**src/rtl/bcd_serial_adder_if.sv**
```systemverilog
// Start/busy/done handshake and operand/result bus for the serial BCD adder.
interface bcd_serial_adder_if #(
    parameter int unsigned DIGITS = 4
);
    localparam int unsigned W = 4 * DIGITS;

    logic         start;
    logic [W-1:0] in1;
    logic [W-1:0] in2;
    logic         carry_in;
    logic         busy;
    logic         done;
    logic [W-1:0] sum;
    logic         carry_out;
    logic         invalid;

    // Controlling logic side
    modport master (
        output start, in1, in2, carry_in,
        input  busy, done, sum, carry_out, invalid
    );

    // Adder side
    modport slave (
        input  start, in1, in2, carry_in,
        output busy, done, sum, carry_out, invalid
    );
endinterface

```
**src/rtl/bcd_serial_adder.sv**
```systemverilog
// Multi-digit packed-BCD adder: one decimal digit per clock, LSD first,
// registered decimal carry between digits, start/busy/done handshake.
module bcd_serial_adder #(
    parameter int unsigned DIGITS = 4
) (
    input  logic                clk,
    input  logic                rst_n,
    bcd_serial_adder_if.slave   bus
);
    localparam int unsigned W  = 4 * DIGITS;
    localparam int unsigned IW = (DIGITS > 1) ? $clog2(DIGITS) : 1;
    localparam logic [IW-1:0] LAST_IDX = IW'(DIGITS - 1);

    localparam logic [1:0] S_IDLE = 2'd0;
    localparam logic [1:0] S_ADD  = 2'd1;
    localparam logic [1:0] S_DONE = 2'd2;

    logic [1:0]    state_q,    state_nxt;
    logic [W-1:0]  a_q,        a_nxt;
    logic [W-1:0]  b_q,        b_nxt;
    logic          carry_q,    carry_nxt;
    logic [IW-1:0] idx_q,      idx_nxt;
    logic [W-1:0]  shadow_q,   shadow_nxt;
    logic          inv_pend_q, inv_pend_nxt;
    logic          busy_q,     busy_nxt;
    logic          done_q,     done_nxt;
    logic [W-1:0]  sum_q,      sum_nxt;
    logic          cout_q,     cout_nxt;
    logic          inv_q,      inv_nxt;

    logic [3:0]    dig_a;
    logic [3:0]    dig_b;
    logic [4:0]    raw;
    logic [3:0]    dig_sum;
    logic          dig_carry;
    logic          in_bad;

    // Single-digit BCD add/correct stage on the currently indexed digit
    always_comb begin
        dig_a = 4'd0;
        dig_b = 4'd0;
        for (int i = 0; i < int'(DIGITS); i++) begin
            if (idx_q == IW'(i)) begin
                dig_a = a_q[4*i +: 4];
                dig_b = b_q[4*i +: 4];
            end
        end
        raw = {1'b0, dig_a} + {1'b0, dig_b} + {4'd0, carry_q};
        if (raw > 5'd9) begin
            dig_sum   = 4'(raw + 5'd6);
            dig_carry = 1'b1;
        end else begin
            dig_sum   = raw[3:0];
            dig_carry = 1'b0;
        end
    end

    // Flags any non-BCD digit on the incoming operands
    always_comb begin
        in_bad = 1'b0;
        for (int i = 0; i < int'(DIGITS); i++) begin
            if (bus.in1[4*i +: 4] > 4'd9 || bus.in2[4*i +: 4] > 4'd9) begin
                in_bad = 1'b1;
            end
        end
    end

    // Next-state, datapath and registered-output logic
    always_comb begin
        state_nxt    = state_q;
        a_nxt        = a_q;
        b_nxt        = b_q;
        carry_nxt    = carry_q;
        idx_nxt      = idx_q;
        shadow_nxt   = shadow_q;
        inv_pend_nxt = inv_pend_q;
        sum_nxt      = sum_q;
        cout_nxt     = cout_q;
        inv_nxt      = inv_q;
        // Outputs lag the state by one register stage
        busy_nxt     = (state_q != S_IDLE);
        done_nxt     = (state_q == S_DONE);

        case (state_q)
            S_IDLE: begin
                if (bus.start) begin
                    state_nxt    = S_ADD;
                    a_nxt        = bus.in1;
                    b_nxt        = bus.in2;
                    carry_nxt    = bus.carry_in;
                    idx_nxt      = '0;
                    shadow_nxt   = '0;
                    inv_pend_nxt = in_bad;
                end
            end
            S_ADD: begin
                carry_nxt = dig_carry;
                for (int i = 0; i < int'(DIGITS); i++) begin
                    if (idx_q == IW'(i)) begin
                        shadow_nxt[4*i +: 4] = dig_sum;
                    end
                end
                if (idx_q == LAST_IDX) begin
                    state_nxt = S_DONE;
                end else begin
                    idx_nxt = idx_q + IW'(1);
                end
            end
            S_DONE: begin
                state_nxt = S_IDLE;
                sum_nxt   = shadow_q;
                cout_nxt  = carry_q;
                inv_nxt   = inv_pend_q;
            end
            default: begin
                state_nxt = S_IDLE;
            end
        endcase
    end

    // State register
    always_ff @(posedge clk or negedge rst_n) begin
        if (!rst_n) begin
            state_q <= S_IDLE;
        end else begin
            state_q <= state_nxt;
        end
    end

    // Datapath and output registers
    always_ff @(posedge clk or negedge rst_n) begin
        if (!rst_n) begin
            a_q        <= '0;
            b_q        <= '0;
            carry_q    <= 1'b0;
            idx_q      <= '0;
            shadow_q   <= '0;
            inv_pend_q <= 1'b0;
            busy_q     <= 1'b0;
            done_q     <= 1'b0;
            sum_q      <= '0;
            cout_q     <= 1'b0;
            inv_q      <= 1'b0;
        end else begin
            a_q        <= a_nxt;
            b_q        <= b_nxt;
            carry_q    <= carry_nxt;
            idx_q      <= idx_nxt;
            shadow_q   <= shadow_nxt;
            inv_pend_q <= inv_pend_nxt;
            busy_q     <= busy_nxt;
            done_q     <= done_nxt;
            sum_q      <= sum_nxt;
            cout_q     <= cout_nxt;
            inv_q      <= inv_nxt;
        end
    end

    assign bus.busy      = busy_q;
    assign bus.done      = done_q;
    assign bus.sum       = sum_q;
    assign bus.carry_out = cout_q;
    assign bus.invalid   = inv_q;

endmodule

```
**src/flat_wrapper.sv**
```systemverilog
// flat-port wrapper written by rule: the top's interface ports become plain ports
module bcd_serial_adder_flat 
#(
    parameter int unsigned DIGITS = 4
)
  (clk, rst_n, bus_start, bus_in1, bus_in2, bus_carry_in, bus_busy, bus_done, bus_sum, bus_carry_out, bus_invalid);
  bcd_serial_adder_if #(.DIGITS(DIGITS)) bus_i ();
  input  logic clk;
  input  logic rst_n;
  input wire logic [$bits(bus_i.start)-1:0] bus_start;
  input wire logic [$bits(bus_i.in1)-1:0] bus_in1;
  input wire logic [$bits(bus_i.in2)-1:0] bus_in2;
  input wire logic [$bits(bus_i.carry_in)-1:0] bus_carry_in;
  output wire logic [$bits(bus_i.busy)-1:0] bus_busy;
  output wire logic [$bits(bus_i.done)-1:0] bus_done;
  output wire logic [$bits(bus_i.sum)-1:0] bus_sum;
  output wire logic [$bits(bus_i.carry_out)-1:0] bus_carry_out;
  output wire logic [$bits(bus_i.invalid)-1:0] bus_invalid;
  assign bus_i.start = bus_start;
  assign bus_i.in1 = bus_in1;
  assign bus_i.in2 = bus_in2;
  assign bus_i.carry_in = bus_carry_in;
  assign bus_busy = bus_i.busy;
  assign bus_done = bus_i.done;
  assign bus_sum = bus_i.sum;
  assign bus_carry_out = bus_i.carry_out;
  assign bus_invalid = bus_i.invalid;
  bcd_serial_adder #(.DIGITS(DIGITS)) u_core (.clk(clk), .rst_n(rst_n), .bus(bus_i));
endmodule
```
**config.mk**
```make
export PLATFORM = sky130hd
export DESIGN_NAME = bcd_serial_adder_flat
export DESIGN_NICKNAME = d
export VERILOG_FILES = /design/src/rtl/bcd_serial_adder_if.sv /design/src/rtl/bcd_serial_adder.sv /design/src/flat_wrapper.sv
export SDC_FILE = /design/constraint.sdc
export NUM_CORES = 1
export LEC_CHECK = 0
export ABC_AREA = 1
export ABC_CLOCK_PERIOD_IN_PS = 4470
export CAP_MARGIN = 10
export CORE_MARGIN = 5
export CORE_UTILIZATION = 50
export DETAILED_ROUTE_END_ITERATION = 6
export DONT_BUFFER_PORTS = 1
export PLACE_DENSITY_LB_ADDON = 0.05
export SYNTH_ARGS = -nofsm -noshare
export SYNTH_HDL_FRONTEND = slang
export SYNTH_SLANG_ARGS = --single-unit
```
**constraint.sdc**
```tcl
create_clock -name clk -period 4.47 [get_ports clk]
set_input_delay 0.447 -clock clk [delete_from_list [all_inputs] [get_ports clk]]
set_output_delay 0.447 -clock clk [all_outputs]
set_load 0.02 [all_outputs]
```
==> results.md, run 1 <==
Status:
- The flow ran to the end, and the final reports show no timing, DRC or antenna violations.

Worst setup path:
- The worst setup path is captured at a flip-flop.
- The worst setup path is launched from a flip-flop.
- STA puts the critical path data arrival time at ~3.8 ns.
- The worst flop-to-flop path startpoint is u_core.idx_q[1].
- The cell type with the highest occurrence count on the critical path is sky130_fd_sc_hd__nand2_1.
- The family with the most delay on the worst path is adder cells.
- Counting both buffers and inverters, the worst setup path holds a total of 2.
- The class of the most critical setup path is reg -> reg.
- The critical path goes through inv_1 > ha_1 > nor2_2 > a22oi_1 > o21ai_0 > o21ai_0 > fa_1 > fa_1 > inv_1 > nand2_1 > nand2_2 > ha_1 > nand2_1 > a21boi_2 > nand2_2 > nand3_1 > nand4_1 > nand2_1.
- The largest individual stage delay along the critical path comes from the cell sky130_fd_sc_hd__fa_1.
- Along the worst path, the maximum fanout reaches 10.
- For this run, the slowest stage of the critical path takes 0.45 ns.
- The critical path launch point is u_core.idx_q[1].
- Data on the critical path is required at its endpoint by roughly 4.7 ns.

Cells and area:
- The share of post-route cells with drive strength above 1 is 0.0827.
- After the last flow step, the layout net total stands at around 460.
- In the layout the commonest cells are sky130_fd_sc_hd__nand2_1, sky130_fd_sc_hd__dfrtp_1, sky130_fd_sc_hd__o21ai_0.
- Relative to the synthesized area, the layout overhead comes to 8.58%.
- The library cell used most frequently in the layout, excluding fill and tap cells, is sky130_fd_sc_hd__nand2_1.
- The antenna cell count is 0.

Routing:
- The count of nets left with antenna violations once routing finished came out at 0.
- The routed length on met3 is around 320 um.
- The number of design rule violations left after detail routing is 0.
- In the final routing, the length of wire on met1 measures about 3.2 mm.
- Dividing the detail-routed via count by the number of cells gives 5.27.
- The count of routing violations after the opening detailed-route iteration is 110.
- The first TritonRoute pass finished after 4 iterations.
- The average wire per standard cell is 14.7 um.
- Detailed routing placed a total of 3.65 mm of wire on met2.
- The count of vias placed by the detailed router is around 2700.
- Routed signal wires occupy layers up through met4.
- The total length of routed wires is 7.41 mm.

Timing:
- Between clock sinks in the finished design, the worst skew comes to 0.00991 ns.
- After layout, the minimum clock period comes to 3.55 ns.
- The final clock period utilization by the worst path is 0.795.
- The number of max-slew violations in the final report is 0.
- The number of failing hold endpoints at the final stage came to 0.
- The worst-case setup margin in the final layout is 0.918 ns.
- The slew at the pin closest to its max-slew limit is 0.642 ns.
- Setup repair after global routing left no endpoint under its margin.
- Adding up every negative setup slack in the final design gives 0 ns.
- The maximum achievable frequency is 282 MHz.
- Headroom to the max-slew limit came out at 0.572.
- Hold is met by 0.205 ns.
- Setup violations remaining at the end of the flow were counted as 0.

Synth:
- When the netlist entered floorplanning its net count stood at 463.
- The synthesized netlist occupies a cell area of 3470 um2.
- The register bit total from synthesis is 74.
- The share of synthesized area in the top cell type comes to 0.534.
- The biggest area contributor in the post-synthesis netlist is sky130_fd_sc_hd__dfrtp_1.
- The count of yosys warnings during synthesis is 0.
- The synthesized instance count is about 420.
- Yosys mapped the design onto 28 distinct sky130hd cell types.
- The average cell area after synthesis is 8.32 um2.
- Of the synthesized area, sequential elements account for 0.534.
- After synthesis, the cell types taking the most area are sky130_fd_sc_hd__dfrtp_1, sky130_fd_sc_hd__nand2_1, sky130_fd_sc_hd__o21ai_0.

Global routing:
- The global-route wire length before repair is 12.3 mm.
- Global routing finished with a remaining overflow of 0.
- The number of antenna violations at the first check in global routing is 0.
- The overall routing resource usage is 0.183.
- The pin count of the biggest net entering global routing is 75.
- The via count of the first global-routing pass was about 2600.

Floorplan:
- The die height is 93.3 um.
- The core area is 6760 um2.
- The die is 93.3 um wide.
- After floorplanning, the core was divided into 30 placement rows.
- For this design the top-level I/O count stands at 56.
- For this configuration, the core starts out at a cell density of 0.514.
- The floorplan step defined a die boundary enclosing 8700 um2.

Min path:
- In this run the worst hold path is classified as in -> reg.
- The beginning of the worst hold path is bus_in1[0].

Clock tree:
- The TritonCTS sink count is 74.
- TritonCTS built the clock tree.
- Clock-pin slew was measured on the worst setup and hold paths at 0.08 ns.
- The number of buffers inserted to repair setup after CTS is 0.
- The TritonCTS buffer count is 9.
- The number of buffers inserted for hold repair after clock tree synthesis is 2.
- The count of instances resized after the clock tree is built is 0.
- The H-tree was split into 3 levels.
- Clock tree synthesis selected as its root buffer the cell sky130_fd_sc_hd__clkbuf_8.
- The clock network latency to the later pin of the worst-skew pair is 0.35 ns.
- The maximum clock insertion buffer count is 2.

Placement:
- Once detailed placement completed, the half-perimeter wirelength came to 5.28 mm.
- The count of port buffers added during placement is 0.
- The congestion estimate from routability-driven global placement came to approximately 0.86.
- The worst slack after detailed placement is 0.960 ns.

Flow run:
- The max-cap violation count is 0.
-- layer usage --
layer | GRT usage | vias up
met5 | 0 | -
met4 | 0.0879 | 0
met3 | 0.0442 | 20
met2 | 0.306 | 63
met1 | 0.221 | 1242
li1 | - | 1326
-- path summary, 6_finish.rpt --
path                            cells past startpoint            endpoint  slack [ns]
worst max-delay path                               18  u_core.shadow_q[5]        0.92
worst min-delay path                                2       u_core.a_q[0]        0.20
worst max register to register                     18  u_core.shadow_q[5]        0.92
worst min register to register                      2   u_core.bus.sum[9]        0.48
max in group asynchronous                           2      u_core.a_q[15]        3.53
min in group asynchronous                           2   u_core.bus.sum[8]        0.64
-- state kept, by name (all words and copies together), names as in the netlist --
| register | count |
|---|---|
| u_core.bus.invalid | 1 |
| u_core.bus.done | 1 |
| u_core.carry_q | 1 |
| u_core.idx_q | 2 |
| u_core.shadow_q | 16 |
| u_core.a_q | 16 |
| u_core.inv_pend_q | 1 |
| u_core.state_q | 2 |
| u_core.b_q | 16 |
| u_core.bus.busy | 1 |
| u_core.bus.carry_out | 1 |
| u_core.bus.sum | 16 |
-- cells in the mapped netlist, drive strengths merged --
| cell type | count |
|---|---|
| a21boi | 1 |
| a21oi | 18 |
| a22o | 1 |
| a22oi | 5 |
| buf | 7 |
| clkbuf | 7 |
| dfrtp | 74 |
| fa | 2 |
| ha | 8 |
| inv | 43 |
| nand2 | 174 |
| nand3 | 10 |
| nand4 | 8 |
| nor2 | 12 |
| nor3 | 1 |
| nor4 | 1 |
| o21a | 2 |
| o21ai | 43 |
-- layout make-up --
type / instances / area [um2]
fillers: 629 / 2990
flip-flops and latches: 74 / 1850
multi-input cells: 286 / 1390
inverters: 43 / 161
clock buffers: 14 / 153
well taps: 80 / 100
clock inverters: 2 / 60.1
repair buffers: 4 / 52.6
-- metrics by stage --
step | utilization | instance area, um2 | std cells
6_report | 0.558 | 3770 | 503
5_1_grt | 0.558 | 3770 | 503
4_1_cts | 0.558 | 3770 | 503
3_5_place_dp | 0.521 | 3520 | 485
3_3_place_gp | 0.521 | 3520 | 485
2_1_floorplan | - | 3470 | 417
-- logic make-up (layout without fill, tap and decap cells) --
| group | Yosys count | in the layout | synth area share |
|---|---|---|---|
| AND/OR/NAND/NOR | 206 | 206 | 0.246 |
| flip-flops | 74 | 74 | 0.534 |
| AO/OA/AOI/OAI | 70 | 70 | 0.114 |
| buffers and inverters | 57 | 63 | 0.0660 |
| adder cells (fa/ha/maj) | 10 | 10 | 0.0404 |
Power of run 1 is not shown: default switching activity piles up to over one toggle a cycle in this logic, so the estimate is an artifact.
==> run 2, diff against run 1 <==
--- a/config.mk
+++ b/config.mk
@@ -6,7 +6,7 @@
 export NUM_CORES = 1
 export LEC_CHECK = 0
 export ABC_AREA = 1
-export ABC_CLOCK_PERIOD_IN_PS = 4470
+export ABC_CLOCK_PERIOD_IN_PS = 2930
 export CAP_MARGIN = 10
 export CORE_MARGIN = 5
 export CORE_UTILIZATION = 50
==> constraint.sdc (replaced) <==
create_clock -name clk -period 2.93 [get_ports clk]
set_input_delay 0.293 -clock clk [delete_from_list [all_inputs] [get_ports clk]]
set_output_delay 0.293 -clock clk [all_outputs]
set_load 0.02 [all_outputs]
==> results.md, run 2 (synthesis results as in run 1) <==
Status:
- The run finished, with violations left.
- The final reports fail on setup timing.

Timing:
- The number of failing hold endpoints at the final stage is 0 (unchanged).
- The number of failing setup endpoints in the final timing report is 5 (+5).
- The final clock period utilization by the worst path was 1.01 (+0.217).
- The maximum achievable frequency is 337 MHz (+20%).
- The tightest slew margin relative to the limit came to 0.589 (+0.0176).
- The worst hold margin is 0.0476 ns (-0.157 ns).
- The final period demand of the worst path is 2.96 ns (-0.589 ns).
- Setup repair after global routing could not meet its margin everywhere.
- The final setup skew is 0.00646 ns (-0.00345 ns).
- The final total negative setup slack came to -0.0770 ns (-0.0770 ns).
- The number of max-slew violations in the final report is 0 (unchanged).
- The worst-case setup margin in the final layout is -0.0331 ns (-0.951 ns).
- The slew at the pin closest to its max-slew limit is 0.616 ns (-0.0263 ns).

Cells and area:
- The top cell types in the final layout, fill and taps aside, are sky130_fd_sc_hd__nand2_1, sky130_fd_sc_hd__dfrtp_1, sky130_fd_sc_hd__o21ai_0.
- The antenna cell count was 0 (unchanged).
- The post-synthesis to final-layout area growth is 14.0%.
- The final design instance area without fill is 3950 um2 (+4.9%).
- The number of standard cells in the layout, taps in and fillers out is 518 (+3.0%).
- The commonest non-fill, non-tap cell in the layout is sky130_fd_sc_hd__nand2_1.
- The count of fill cells added during filler insertion is 642 (+2.1%).
- The post-layout net count was 479 (+3.2%).
- The share of post-route cells with drive strength above 1 is 0.164 (+0.0816).

Flow run:
- The max-cap violation count is 0 (unchanged).

Floorplan:
- The floorplan row count is 30 (unchanged).
- The count of pins on the block boundary came to 56 (unchanged).
- The die height is 93.3 um (unchanged).
- The area of the die came to 8700 um2 (unchanged).
- The initial core utilization is 0.514 (unchanged).
- The horizontal extent of the die came to 93.3 um (unchanged).
- The core area is 6760 um2 (unchanged).

Placement:
- The placed instance area is 3630 um2 (+3.1%).
- The global placement routability congestion was 0.833 (-2.7%).
- The HPWL reported at the end of detailed placement was 5.58 mm (+5.8%).
- The cell total after placement is 495 (+2.1%).
- The count of port buffers added during placement is 0 (unchanged).

Clock tree:
- TritonCTS built the clock tree.
- The cell sitting at the root of the clock tree is a sky130_fd_sc_hd__clkbuf_8.
- The post-CTS clock slew at the launch and capture registers of the worst setup and hold paths came to 0.07 ns (about the same).
- The level count of the clock H-tree is 3 (unchanged).
- The maximum clock insertion buffer count was 2 (unchanged).
- The TritonCTS buffer count came to 9 (unchanged).
- The TritonCTS sink count came to 74 (unchanged).
- The clock network latency to the later pin of the worst-skew pair came to 0.35 ns (about the same).

Worst setup path:
- The slowest library cell on the worst path is sky130_fd_sc_hd__fa_2.
- The family with the most delay on the worst path is adder cells.
- The data arrival time at the worst-slack endpoint came to 3.25 ns (-0.53 ns).
- The count of cell instances traversed by the critical path is 17 (-1).
- STA classifies the critical path endpoint as a flip-flop.
- The top fanout value on the critical path is 4 (-6).
- The biggest cell delay along the critical path is 0.58 ns (+0.13 ns).
- The critical path goes through inv_2 > ha_4 > inv_4 > nor2_4 > a22oi_2 > a21oi_2 > a21oi_2 > fa_2 > fa_2 > ha_4 > nand2_2 > a21boi_4 > nand2_2 > nand2_4 > nand2_4 > nand4_1 > nand2_1.
- The sum of buffers and inverters on the critical path is 2 (unchanged).
- The cell count of the worst reg-to-reg path is 17 (-1).
- The endpoint required time on the critical path is 3.22 ns (-1.48 ns).
- The class of the most critical setup path is reg -> reg.
- The critical path launch point type is a flip-flop.

Global routing:
- The leftover overflow at the end of global routing came to 0 (unchanged).
- The pin count of the biggest net entering global routing is 75 (unchanged).
- The number of antenna violations at the first check in global routing is 0 (unchanged).
- The global-route wire length before repair was 12.8 mm (+3.6%).
- The overall routing resource usage is 0.191 (+0.00772).
- The via count of the first global-routing pass was 2690 (+4.8%).

Routing:
- The average wire per standard cell came to 14.9 um (+1.4%).
- The number of nets still failing antenna checks after routing is 0 (unchanged).
- The count of routing violations after the opening detailed-route iteration is 131 (+19%).
- The vias per cell was 5.11 (-3.0%).
- The number of design rule violations left after detail routing is 0 (unchanged).
- The total iterations of the first detailed-routing run is 5 (+1).
- The count of vias placed by the detailed router is 2648 (-0.11%).
- The total length of routed wires is 7.74 mm (+4.4%).

Min path:
- The worst hold path cell count was 2 (unchanged).
- The worst hold-check path type is in -> reg.
[run 2: metal layers]
metal | track usage | up-vias | part of all wire
met5 | 0 | - | 0
met4 | 0.0549 | 0 | 0.011
met3 | 0.0595 | 9 | 0.043
met2 | 0.329 | 51 | 0.52
met1 | 0.228 | 1236 | 0.43
li1 | - | 1352 | -
[run 2: cell type report]
| cell class | count | area (um2) | share of cell area |
|---|---|---|---|
| multi-input cells | 286 | 1500 | 0.380 |
| clock buffers | 13 | 149 | 0.0377 |
| flip-flops and latches | 74 | 1850 | 0.469 |
| clock inverters | 3 | 15.0 | 0.00380 |
| repair buffers | 19 | 169 | 0.0427 |
| well taps | 80 | 100 | 0.0253 |
| inverters | 43 | 166 | 0.0421 |
[run 2: path summary, 6_finish.rpt]
path                                     startpoint            endpoint  slack, ns
worst max register to register      u_core.idx_q[1]  u_core.shadow_q[9]      -0.03
max in group asynchronous                     rst_n     u_core.idx_q[0]       2.14
worst min register to register  u_core.shadow_q[10]  u_core.bus.sum[10]       0.48
worst max-delay path                u_core.idx_q[1]  u_core.shadow_q[9]      -0.03
worst min-delay path                     bus_in1[8]       u_core.a_q[8]       0.05
min in group asynchronous                     rst_n   u_core.bus.sum[8]       0.49
[run 2: stage by stage]
stage	setup WS (ns)	util
after floorplan	0.000440	-
after CTS	-0.0554	0.579
after global routing	-0.194	0.585
after detailed placement	-0.136	0.537
final	-0.0331	0.585
after global placement	-0.0491	0.537
[run 2: worst reg2reg max path, cell delays in order (launching register included)]
cell and delay, ns:
sky130_fd_sc_hd__dfrtp_1 0.41, sky130_fd_sc_hd__inv_2 0.12, sky130_fd_sc_hd__ha_4 0.17, sky130_fd_sc_hd__inv_4 0.04, sky130_fd_sc_hd__nor2_4 0.12, sky130_fd_sc_hd__a22oi_2 0.08, sky130_fd_sc_hd__a21oi_2 0.15, sky130_fd_sc_hd__a21oi_2 0.06
sky130_fd_sc_hd__fa_2 0.37, sky130_fd_sc_hd__fa_2 0.58, sky130_fd_sc_hd__ha_4 0.15, sky130_fd_sc_hd__nand2_2 0.04, sky130_fd_sc_hd__a21boi_4 0.13, sky130_fd_sc_hd__nand2_2 0.11, sky130_fd_sc_hd__nand2_4 0.10, sky130_fd_sc_hd__nand2_4 0.11
sky130_fd_sc_hd__nand4_1 0.09, sky130_fd_sc_hd__nand2_1 0.09
[run 2: timing repair]
action / in CTS / in global routing
endpoints found under the hold margin: 74 / 0
setup buffers: 4 / 1
hold buffers: 2 / 0
resized for setup: 11 / 12
endpoints found under the setup margin: 13 / 13
pin swaps: 13 / 4
Power of run 2 is left out for the same reason.
==> run 3, diff against run 2 <==
--- a/config.mk
+++ b/config.mk
@@ -8,8 +8,10 @@
 export ABC_AREA = 1
 export ABC_CLOCK_PERIOD_IN_PS = 2930
 export CAP_MARGIN = 10
+export CELL_PAD_IN_SITES_DETAIL_PLACEMENT = 0
+export CELL_PAD_IN_SITES_GLOBAL_PLACEMENT = 1
 export CORE_MARGIN = 5
-export CORE_UTILIZATION = 50
+export CORE_UTILIZATION = 42
 export DETAILED_ROUTE_END_ITERATION = 6
 export DONT_BUFFER_PORTS = 1
 export PLACE_DENSITY_LB_ADDON = 0.05
==> results.md, run 3 (synthesis results as in run 1) <==
Status:
- The run finished, with violations left.
- The checks that failed: setup timing.

Global routing:
- The via count of the first global-routing pass is 2789 (+3.7%).
- The leftover overflow at the end of global routing is 0 (unchanged).
- The overall routing resource usage is 0.168 (-0.0224).
- The number of antenna violations at the first check in global routing was 0 (unchanged).
- The pin count of the biggest net entering global routing is 75 (unchanged).
- The global-route wire length before repair is 13.3 mm (+4.2%).

Routing:
- The total iterations of the first detailed-routing run is 4 (-1).
- Routed signal wires occupy layers up through met4.
- The count of routing violations after the opening detailed-route iteration is 63 (-52%).
- The average wire per standard cell was 14.5 um (-3.0%).
- The number of nets still failing antenna checks after routing is 0 (unchanged).
- The routed length on met1 is 3.37 mm (+1.4%).
- The routed length on met3 was 367 um (+11%).
- The number of design rule violations left after detail routing came to 0 (unchanged).
- The total length of routed wires came to 7.91 mm (+2.2%).
- The vias per cell was 4.89 (-4.4%).
- The routed wire length on met2 is 3.93 mm (-1.4%).
- The count of vias placed by the detailed router was 2669 (+0.79%).

Timing:
- The worst-case setup margin in the final layout was -0.0589 ns (-0.0258 ns).
- The tightest slew margin relative to the limit is 0.566 (-0.0227).
- The final period demand of the worst path is 2.99 ns (+0.0258 ns).
- The number of max-slew violations in the final report is 0 (unchanged).
- The number of failing hold endpoints at the final stage is 0 (unchanged).
- The worst hold margin is 0.0515 ns (+0.00386 ns).
- The final clock period utilization by the worst path came to 1.02 (+0.00880).
- The final setup skew is 0.0110 ns (+0.00450 ns).
- The number of failing setup endpoints in the final timing report is 12 (+7).
- The maximum achievable frequency was 335 MHz (-0.86%).
- The slew at the pin closest to its max-slew limit is 0.650 ns (+0.0340 ns).
- Setup repair after global routing could not meet its margin everywhere.

Cells and area:
- The post-synthesis to final-layout area growth is 16.8%.
- The antenna cell count came to 0 (unchanged).
- The post-layout net count was 482 (+0.63%).
- The commonest non-fill, non-tap cell in the layout is sky130_fd_sc_hd__nand2_1.
- The count of fill cells added during filler insertion is 804 (+25%).
- The share of post-route cells with drive strength above 1 was 0.172 (+0.00795).
- Leaving out fill and tap cells, the most frequent cells in the layout are sky130_fd_sc_hd__nand2_1, sky130_fd_sc_hd__dfrtp_1, sky130_fd_sc_hd__inv_1.

Floorplan:
- The core area is 8130 um2 (+20%).
- The area of the die is 10200 um2 (+17%).
- The horizontal extent of the die is 101 um (+8.1%).
- The count of pins on the block boundary is 56 (unchanged).
- The floorplan row count came to 33 (+10%).
- The initial core utilization came to 0.427 (-0.0870).
- The die height is 101 um (+8.1%).

Worst setup path:
- The worst setup path is captured at a flip-flop.
- The biggest cell delay along the critical path is 0.40 ns (-0.18 ns).
- The sum of buffers and inverters on the critical path is 2 (unchanged).
- The class of the most critical setup path is reg -> reg.
- The cell type with the highest occurrence count on the critical path is sky130_fd_sc_hd__nand2_1.
- The critical path goes through buf_4 > ha_2 > inv_1 > o21ai_0 > a21oi_2 > a21oi_2 > fa_2 > fa_2 > nand2_1 > nand2_2 > ha_4 > nand2_1 > a21boi_4 > nand2_4 > nand2_8 > nand2_4 > nand4_1 > nand2_1.
- The data arrival time at the worst-slack endpoint was 3.22 ns (-0.03 ns).
- Among all stages on the critical path, the largest delay is contributed by sky130_fd_sc_hd__dfrtp_1.
- The endpoint required time on the critical path is 3.16 ns (-0.06 ns).
- Grouping stages by cell kind, the critical path spends the most delay in adder cells.
- The top fanout value on the critical path was 4 (unchanged).
- The worst setup path is launched from a flip-flop.

Clock tree:
- The post-CTS clock slew at the launch and capture registers of the worst setup and hold paths is 0.08 ns (about the same).
- The maximum clock insertion buffer count is 2 (unchanged).
- The TritonCTS sink count was 74 (unchanged).
- The level count of the clock H-tree is 3 (unchanged).
- TritonCTS built the clock tree.
- The TritonCTS buffer count came to 9 (unchanged).
- The cell at the root of the clock tree is sky130_fd_sc_hd__clkbuf_8.
- The clock network latency to the later pin of the worst-skew pair is 0.35 ns (about the same).

Min path:
- The worst hold-check path type is in -> reg.

Flow run:
- The max-cap violation count is 0 (unchanged).

Placement:
- The global placement routability congestion came to 0.871 (+4.6%).
- The count of port buffers added during placement is 0 (unchanged).
- The HPWL reported at the end of detailed placement is 5.69 mm (+1.9%).
==> run 3: worst paths after layout <==
kind	from	endpoint	slack, ns	depth (start not counted)
max reg2reg	u_core.idx_q[0]	u_core.shadow_q[10]	-0.06	18
max	u_core.idx_q[0]	u_core.shadow_q[10]	-0.06	18
max in group asynchronous	rst_n	u_core.a_q[13]	2.13	2
min in group asynchronous	rst_n	u_core.bus.sum[8]	0.48	2
min reg2reg	u_core.shadow_q[9]	u_core.shadow_q[9]	0.47	2
min	bus_in2[12]	u_core.b_q[12]	0.05	2
==> run 3: cell type report <==
| class | instances | area, um2 | area share |
|---|---|---|---|
| Inverter | 43 | 161 | 0.0398 |
| Timing Repair Buffer | 22 | 191 | 0.0472 |
| Tap cell | 105 | 131 | 0.0324 |
| Multi-Input combinational cell | 286 | 1520 | 0.376 |
| Clock inverter | 7 | 70.1 | 0.0173 |
| Clock buffer | 9 | 124 | 0.0306 |
| Sequential cell | 74 | 1850 | 0.457 |
==> run 3: stage by stage <==
step | setup slack [ns] | std cells | instance area (um2) | TNS [ns] | util
6_report | -0.0589 | 546 | 4050 | -0.463 | 0.498
5_1_grt | -0.229 | 546 | 4050 | -2.61 | 0.498
4_1_cts | -0.0415 | 542 | 3960 | -0.112 | 0.487
3_5_place_dp | -0.130 | 523 | 3680 | -1.07 | 0.453
3_3_place_gp | -0.0677 | 523 | 3680 | -0.323 | 0.453
2_1_floorplan | 0.000440 | 417 | 3510 | 0 | -
==> run 3: what timing repair did <==
| action | in CTS | in global routing |
|---|---|---|
| setup endpoints to repair | 13 | 13 |
| hold buffers | 2 | 0 |
| resized for setup | 9 | 16 |
| endpoints found under the hold margin | 74 | 0 |
| pin swaps | 7 | 13 |
| buffers inserted | 1 | 4 |
==> run 3: layer usage <==
| layer | up-vias | track usage |
|---|---|---|
| li1 | 1354 | - |
| met1 | 1233 | 0.203 |
| met2 | 64 | 0.285 |
| met3 | 18 | 0.0339 |
| met4 | 0 | 0.0838 |
| met5 | - | 0 |
Power of run 3 is left out for the same reason.
